[config.mk]
export PLATFORM = sky130hd
export DESIGN_NAME = er_fetch
export DESIGN_NICKNAME = d
export VERILOG_FILES = /design/src/rtl/er_pkg.sv /design/src/rtl/er_fetch_fifo.sv /design/src/rtl/er_fetch.sv
export SDC_FILE = /design/constraint.sdc
export NUM_CORES = 1
export LEC_CHECK = 0
export CORE_ASPECT_RATIO = 0.7
export CORE_MARGIN = 3
export CORE_UTILIZATION = 42
export CTS_CLUSTER_DIAMETER = 100
export DETAILED_ROUTE_END_ITERATION = 16
export PLACE_DENSITY = 0.59
export SLEW_MARGIN = 25
export SYNTH_ARGS = -nofsm -noshare
export SYNTH_HDL_FRONTEND = slang
export SYNTH_SLANG_ARGS = --single-unit
export TNS_END_PERCENT = 100
[constraint.sdc]
create_clock -name clk -period 5.8 [get_ports clk]
set_input_delay 1.45 -clock clk [delete_from_list [all_inputs] [get_ports clk]]
set_output_delay 1.45 -clock clk [all_outputs]
set_load 0.005 [all_outputs]
[src/rtl/er_pkg.sv]
// Shared Earthrise command-list definitions: opcodes, opcode field position, fetch state encoding.
// Used by the command fetcher and the draw engine decoder.
package er_pkg;

    localparam int ER_OP_W = 8;

    localparam logic [ER_OP_W-1:0] ER_OP_STOP = 8'h00;
    localparam logic [ER_OP_W-1:0] ER_OP_JUMP = 8'h01;

    typedef enum logic [1:0] {
        ER_IDLE  = 2'd0,
        ER_FETCH = 2'd1,
        ER_DRAIN = 2'd2,
        ER_DONE  = 2'd3
    } er_state_t;

    // Opcode occupies the top ER_OP_W bits of a command word.
    function automatic int er_op_lsb(input int word_w);
        return word_w - ER_OP_W;
    endfunction

endpackage

[src/rtl/er_fetch_fifo.sv]
// Four-entry synchronous prefetch FIFO for the Earthrise command fetcher.
// The fetcher's read credit keeps it from overflowing, so no full flag is provided.
module er_fetch_fifo #(
    parameter int W = 41
) (
    input  logic         clk,
    input  logic         rst_n,
    input  logic         i_clr,
    input  logic         i_push,
    input  logic [W-1:0] i_din,
    input  logic         i_pop,
    output logic [W-1:0] o_dout,
    output logic         o_valid,
    output logic [2:0]   o_count
);

    logic [W-1:0] r_mem [4];
    logic [1:0]   r_wr;
    logic [1:0]   r_rd;
    logic [2:0]   r_cnt;
    logic         w_pop;

    assign w_pop = i_pop && (r_cnt != 3'd0);

    always_ff @(posedge clk) begin
        if (!rst_n || i_clr) begin
            r_wr  <= 2'd0;
            r_rd  <= 2'd0;
            r_cnt <= 3'd0;
        end else begin
            if (i_push) r_wr <= r_wr + 2'd1;
            if (w_pop)  r_rd <= r_rd + 2'd1;
            r_cnt <= r_cnt + {2'b00, i_push} - {2'b00, w_pop};
        end
    end

    always_ff @(posedge clk) begin
        if (i_push) r_mem[r_wr] <= i_din;
    end

    // Empty FIFO presents zeros so the stream outputs are clean after reset.
    assign o_valid = (r_cnt != 3'd0);
    assign o_dout  = o_valid ? r_mem[r_rd] : '0;
    assign o_count = r_cnt;

endmodule

[src/rtl/er_fetch.sv]
// Earthrise command fetcher: walks the command list through the 2-cycle read port into a 4-deep FIFO.
// Optional feature macro: ERFETCH_JUMP_EN enables JUMP (opcode 8'h01) pointer redirects.
module er_fetch
    import er_pkg::*;
#(
    parameter int WORD  = 32,
    parameter int ADDRW = 9
) (
    input  logic             clk,
    input  logic             rst_n,
    input  logic             start,
    input  logic [ADDRW-1:0] start_addr,
    output logic             busy,
    output logic             done,
    output logic [ADDRW-1:0] addr_er,
    input  logic [WORD-1:0]  dout_er,
    output logic             cmd_valid,
    input  logic             cmd_ready,
    output logic [WORD-1:0]  cmd_data,
    output logic [ADDRW-1:0] cmd_addr
);

    localparam int OP_LSB = er_op_lsb(WORD);
    localparam int FW     = WORD + ADDRW;

    er_state_t          r_state;
    er_state_t          w_state_nxt;
    logic               r_req_live;
    logic               r_s0_live;
    logic               r_s1_live;
    logic [ADDRW-1:0]   r_addr_er;
    logic [ADDRW-1:0]   r_s0_addr;
    logic [ADDRW-1:0]   r_s1_addr;
    logic [ADDRW-1:0]   r_ptr;
    logic [ADDRW-1:0]   w_iss_addr;
    logic               w_issue;
    logic               w_land;
    logic               w_is_stop;
    logic               w_is_jump;
    logic               w_kill;
    logic               w_push;
    logic               w_pop;
    logic               w_start;
    logic [ER_OP_W-1:0] w_op;
    logic [2:0]         w_fifo_cnt;
    logic [3:0]         w_outstanding;
    logic [FW-1:0]      w_fifo_dout;

    assign w_op      = dout_er[OP_LSB +: ER_OP_W];
    assign w_land    = r_s1_live && (r_state == ER_FETCH);
    assign w_is_stop = w_land && (w_op == ER_OP_STOP);
`ifdef ERFETCH_JUMP_EN
    assign w_is_jump = w_land && (w_op == ER_OP_JUMP);
`else
    assign w_is_jump = 1'b0;
`endif
    assign w_kill    = w_is_stop || w_is_jump;
    assign w_push    = w_land && !w_kill;
    assign w_pop     = cmd_valid && cmd_ready;
    assign w_start   = (r_state == ER_IDLE) && start;

    // Reads that will still hold a FIFO slot after this edge; the current pop frees one,
    // which is what lets one command per cycle flow with only four credits.
    assign w_outstanding = {1'b0, w_fifo_cnt} + {3'b000, w_push}
                         + (w_kill ? 4'd0 : ({3'b000, r_req_live} + {3'b000, r_s0_live}))
                         - {3'b000, w_pop};

    always_comb begin
        w_state_nxt = r_state;
        w_issue     = 1'b0;
        w_iss_addr  = r_ptr;
        case (r_state)
            ER_IDLE: begin
                if (start) begin
                    w_state_nxt = ER_FETCH;
                    w_issue     = 1'b1;
                    w_iss_addr  = start_addr;
                end
            end
            ER_FETCH: begin
                if (w_is_stop) begin
                    w_state_nxt = ER_DRAIN;
                end else begin
                    w_issue = (w_outstanding < 4'd4);
`ifdef ERFETCH_JUMP_EN
                    if (w_is_jump) w_iss_addr = dout_er[ADDRW-1:0];
`endif
                end
            end
            ER_DRAIN: begin
                if (w_fifo_cnt == 3'd0) w_state_nxt = ER_DONE;
            end
            ER_DONE: begin
                w_state_nxt = ER_IDLE;
            end
            default: begin
                w_state_nxt = ER_IDLE;
            end
        endcase
    end

    // Read pipeline: addr_er (r_req_live) -> s0 -> s1, where s1 lines up with dout_er.
    always_ff @(posedge clk) begin
        if (!rst_n) begin
            r_state    <= ER_IDLE;
            r_req_live <= 1'b0;
            r_s0_live  <= 1'b0;
            r_s1_live  <= 1'b0;
            r_addr_er  <= '0;
        end else begin
            r_state    <= w_state_nxt;
            r_req_live <= w_issue;
            r_s0_live  <= r_req_live && !w_kill;
            r_s1_live  <= r_s0_live && !w_kill;
            if (w_issue) r_addr_er <= w_iss_addr;
        end
    end

    always_ff @(posedge clk) begin
        r_s0_addr <= r_addr_er;
        r_s1_addr <= r_s0_addr;
        if (w_issue) begin
            r_ptr <= w_iss_addr + ADDRW'(1);
        end
`ifdef ERFETCH_JUMP_EN
        else if (w_is_jump) begin
            r_ptr <= dout_er[ADDRW-1:0];
        end
`endif
    end

    er_fetch_fifo #(
        .W (FW)
    ) u_fifo (
        .clk     (clk),
        .rst_n   (rst_n),
        .i_clr   (w_start),
        .i_push  (w_push),
        .i_din   ({dout_er, r_s1_addr}),
        .i_pop   (w_pop),
        .o_dout  (w_fifo_dout),
        .o_valid (cmd_valid),
        .o_count (w_fifo_cnt)
    );

    assign busy     = (r_state == ER_FETCH) || (r_state == ER_DRAIN);
    assign done     = (r_state == ER_DONE);
    assign addr_er  = r_addr_er;
    assign cmd_data = w_fifo_dout[FW-1:ADDRW];
    assign cmd_addr = w_fifo_dout[ADDRW-1:0];

endmodule

# Yosys cells after proc, flatten, opt, wreduce, memory -nomap -nowiden
# Memories as Yosys holds them, arrays and structs flattened. A register that Yosys moved wholly into a read port is not among the register bits.
# Cells that the tools add are included.
[op_classes] n_lt_le_gt_ge=1 eq_ne=6 muxes=15 addsub=9 reduce_logical=17
[ops] cell="$mux 41" n=1
[ops] cell="$mux 9" n=2
[ops] cell="$mux 2" n=6
[ops] cell="$add 9x1->9 const B" n=1
[ops] cell="$logic_and 1x1->1" n=8
[ops] cell="$logic_not 8->1" n=1
[ops] cell="$pmux 2 s4" n=1
[ops] cell="$ne 2x2->1 const B" n=3
[ops] cell="$add 2x1->2 const B" n=2
[ops] cell="$add 3x1->4" n=1
[ops] cell="$add 4x2->4" n=1
[ops] cell="$eq 2x2->1 const B" n=2
[ops] cell="$lt 4x3->1 const B" n=1
[ops] cell="$mux 1" n=4
[ops] cell="$sub 4x1->4" n=1
[ops] cell="$add 3x1->3" n=1
[ops] cell="$logic_not 3->1" n=1
[ops] cell="$reduce_and 3->1" n=1
[ops] cell="$reduce_bool 3->1" n=1
[ops] cell="$sub 3x1->3" n=1
[ops] cell="$add 1x1->2" n=1
[ops] cell="$eq 2x1->1 const B" n=1
[ops] cell="$logic_not 1->1" n=2
[ops] cell="$logic_not 2->1" n=1
[ops] cell="2 further kinds" n=3
[word_totals] n_memories=1 ramBits=164 wordCells=60 reg_bits=48 in_bits=45
[memory_table] name="u_fifo.r_mem" depth=4 word_bits=41 read_ports=1 rd_clocked_by_memory_dff=1 write_ports=1 line="er_fetch_fifo.sv:17" text="logic [W-1:0] r_mem [4];"

# Longest topological paths before layout
[logic_depth] depth_word=11 ltp_mapped=13 ltp_nobuf=13

# Hierarchy
# A second synthesis with hierarchy kept.
[unflattened] hier_cells=469 hier_area_um2=8495.6
[by_module_without_submodules] module="er_fetch_fifo" cells_per_inst=307 area_each_um2=6722.7 seq_area_each_um2=5104.9 instances=1
[by_module_without_submodules] module="er_fetch" cells_per_inst=162 area_each_um2=1773.0 seq_area_each_um2=910.9 instances=1

# Worst setup path before layout
# No wires, ideal clock.
[synth_timing] kind="input to register" from="in dout_er[29]" to="reg r_addr_er[6], in the netlist addr_er[6]" path_stages=12 path_slack_ps=2102 setup_time_ps=120 arrival_ps=3579 path_buffers=1 t_required_ps=5680 path_cell_list="nor4_4 > and2_4 > nand3_1 > nand2_1 > ha_1 > inv_1 > ha_1 > nor4_4 > o211ai_2 > buf_6 > and4_1 > o31a_1"
[synth_via] elab_chain_cells=10 elab_cells_between_ends=11 classes_between="add/sub (3); order compare (1); mux (3); reduce/logical (4)"
[synth_rtl] element="from (decl)" line="er_fetch.sv:16" text="input logic [WORD-1:0] dout_er,"
[synth_rtl] element="$logic_not 8->1 (*)" line="er_fetch.sv:51" text="assign w_is_stop = w_land && (w_op == ER_OP_STOP);"
[synth_rtl] element="$logic_and 1x1->1 (*)" line="er_fetch.sv:51"
[synth_rtl] element="$logic_not 1->1" line="er_fetch.sv:58" text="assign w_push = w_land && !w_kill;"
[synth_rtl] element="$logic_and 1x1->1" line="er_fetch.sv:58"
[synth_rtl] element="$add 3x1->4" line="er_fetch.sv:64" text="assign w_outstanding = {1'b0, w_fifo_cnt} + {3'b000, w_push}"
[synth_rtl] element="$add 4x2->4" line="er_fetch.sv:65" text="+ (w_kill ? 4'd0 : ({3'b000, r_req_live} + {3'b000, r_s0_live}))"
[synth_rtl] element="$sub 4x1->4" line="er_fetch.sv:66" text="- {3'b000, w_pop};"
[synth_rtl] element="$lt 4x3->1" line="er_fetch.sv:84" text="w_issue = (w_outstanding < 4'd4);"
[synth_rtl] element="$mux 1 (*)" line="er_fetch.sv:81" text="if (w_is_stop) begin"
[synth_rtl] element="$pmux 1 s2 (*)" line="er_fetch.sv:72" text="case (r_state)"
[synth_rtl] element="to (signal assigned)" line="er_fetch.sv:115" text="if (w_issue) r_addr_er <= w_iss_addr;"
[synth_rtl] element="to (decl)" line="er_fetch.sv:31" text="logic [ADDRW-1:0] r_addr_er;"
# Every way passes the cells marked *; elsewhere a longest branch is shown, timed or not.
# A chain may end at the register's enable or synchronous reset.

# Worst setup path after layout
[layout_timing] from="in dout_er[25]" to="reg r_addr_er[3], in the netlist addr_er[3]"
# Same word-level chain as after synthesis.

==> reports/results.txt <==
Clk pwr share -> 29.1%
Cts hold-fix bufs -> 0
Critical Path RT -> 6180 ps
Yosys synthesis warning count -> 0
CTS tree -> built
Iteration-0 DRC Markers -> 321
Routed len/inst -> 19.2 um
Final Net Count -> 655
Crit. End Element -> flip-flop
Leak Pwr -> 3.51 nW
Post-synth ARST share -> 0%
Die width -> 177 um
Number of max-cap violations -> 0
Cell Pwr Density -> 434 nW/um^2
Post-CTS setup buffers -> 0
Final TNS setup -> 0 ps
Clock sinks -> 214
Prevailing post-synth register cell -> edfxtp_1
Drt first pass iters -> 4
Sum of buffers and inverters on the critical path -> 2
CTS resizes -> 0
Crit path top cell by count -> ha_1
Area Growth Syn to Fin -> 22.6%
Run status -> complete, no violations
Slew Viols, Final -> 0
Initial Utilization -> 43.1%
DRC viols -> 0
IO buf count -> 97
RSZ-0062 raised after global routing -> no
Syn_nets -> 550
RD Place Congestion -> 0.785
Post-synthesis cell type count -> 44
VDD IR max -> 0.202 mV
Synth Register Bits -> 214
Relative slew slack -> 34.3%
Syn avg cell area -> 17.7 sq um
Design Area, Final -> 10500 sq um
Flop pwr share -> 44.2%
Sequential-to-total area share from yosys stat -> 70.1%
Period utilization -> 72.5%
First-pass GRT wire length -> 27.3 mm
Num rows -> 43
Total GRT Usage -> 15.6%
Htree depth -> 1
Final Hold Viols -> 0
Clock Skew -> 4.79 ps
Clock root buffer -> clkbuf_16
Dpl hpwl -> 10.3 mm
P_sw -> 1.24 mW
Cts bufs inserted -> 22
Clock period minus worst slack -> 4210 ps
Top Family by Delay on Critical Path -> simple AND/OR/NAND/NOR gates
Fmax -> 238 MHz
Vias -> 4443
CP arrival -> 4580 ps
Final setup fails -> 0
Internal Power -> 3.33 mW
Least-Margin Pin Slew -> 986 ps
Gate power share -> 26.7%
Area after DPL -> 9840 sq um
CP Max Fanout -> 15
Number of global-route vias before repair -> 4822
Die H -> 126 um
Crit Path Class -> in -> reg
Most instantiated cells after synthesis -> 173 x edfxtp_1, 48 x and2_1, 41 x dfxtp_1, 41 x mux4_2, 24 x inv_1
Post-synth EDFFs -> 173
Initial antenna violation count -> 0
Synth top area share -> 60.5%
Core area -> 19900 sq um
Most common cell in the synthesized netlist -> edfxtp_1
Largest net degree at the start of global routing -> 42
Post-synthesis instance area -> 8580 sq um
Routed Antenna Nets -> 0
Drt total wl -> 16.8 mm
CP Launch Type -> primary input
Share of layout cells above drive strength 1 -> 16.8%
Worst skew pair latency -> 490 ps
Clk buf depth -> 3
Largest stage delay on the critical path -> 510 ps
Die Area -> 22200 sq um
Synth top area cells -> edfxtp_1 61%, mux4_2 11%, dfxtp_1 9.6%
Sw Ratio -> 27.1%
I/O pins -> 98
Hold WC Path Type -> reg -> reg
Slowest cell on crit path -> clkdlybuf4s50_1
GR Overflow Total -> 0
Largest area contributor in the netlist -> edfxtp_1
Ant diodes -> 0
CTS clk-pin slew, worst paths -> 60 ps
Post-synthesis instance total -> 486
Drt via density -> 5.07
Crit-path cells -> clkdlybuf4s50_1 -> nor4_4 -> and2_4 -> nand3_1 -> nand2_1 -> ha_1 -> inv_1 -> ha_1 -> a21oi_2 -> o211ai_2 -> and4_2 -> o31a_1
final cells by class:
type,instances,area (sq um)
well taps,270,338
multi-input cells,224,2360
clock buffers,32,619
repair buffers,104,1020
fillers,1633,9380
inverters,25,93.8
flip-flops and latches,214,6020
clock inverters,8,67.6
through the flow:
step           power [mW]  std cells  setup WS, ps  utilization [%]  hold slack [ps]
2_1_floorplan        2.69        486          2100                -              310
3_3_place_gp         3.27        837          1270             49.4              314
3_5_place_dp         3.29        837          1120             49.4              312
4_1_cts              4.64        877          1520             52.9              323
5_1_grt              4.83        877          1380             52.9              333
6_report             4.57        877          1590             52.9              324
layout by cell type (no fill, tap or decap), types with 4 or more instances in the layout:
master,Yosys,routed
a31oi_1,9,9
clkbuf_1,8,8
mux4_2,41,41
nor2_1,8,8
inv_1,24,24
mux2i_1,10,10
xor2_1,5,5
nand3_1,6,6
clkbuf_16,0,23
o21a_1,7,7
nand2_1,15,15
xnor2_1,8,8
ha_1,18,18
and4_2,5,5
buf_4,0,7
dfxtp_1,41,39
and2_1,48,44
o31a_1,7,7
clkdlybuf4s50_1,0,97
and2_2,0,4
edfxtp_1,173,173
power groups by stage:
| stage | Sequential, mW | Clock, mW | Combinational (mW) |
|---|---|---|---|
| finish | 2.02 | 1.33 | 1.22 |
| global route | 2.05 | 1.44 | 1.35 |
| CTS | 2.03 | 1.37 | 1.24 |
| detailed placement | 2.05 | 0 | 1.24 |
| global placement | 2.05 | 0 | 1.22 |
| floorplan | 1.97 | 0 | 0.717 |
path summary, 6_finish.rpt:
kind	end	from	slack, ps	cells past startpoint
worst min-delay path	r_s1_addr[4]	r_s0_addr[4]	320	0
worst max register to register	addr_er[3]	u_fifo.o_count[1]	2280	11
worst max-delay path	addr_er[3]	dout_er[25]	1590	12
worst min register to register	r_s1_addr[4]	r_s0_addr[4]	320	0
sequential cells by signal (all words and copies together) (netlist names), named ones only:
signal and cells:
r_s1_live 1, r_req_live 1, u_fifo.r_mem 164, u_fifo.r_wr 2, u_fifo.r_rd 2, addr_er 9, r_s0_live 1, r_state 2
u_fifo.o_count 3, r_ptr 9, r_s0_addr 9, r_s1_addr 9
cell families after synthesis:
group           synth area share, %
flops                          70.1
simple gates                   7.86
mux                            12.2
buf+inv                        2.46
compound gates                 3.22
fa+ha+maj                      2.86
xor+xnor                       1.33
metal layers:
metal	up-vias	routed length [um]	track usage, %
met5	-	0	0
met4	0	186	2.59
met3	18	719	3.58
met2	86	7800	24.3
met1	2270	8090	23.1
li1	2069	-	-
Note: power is estimated with default switching activity, not from simulation.
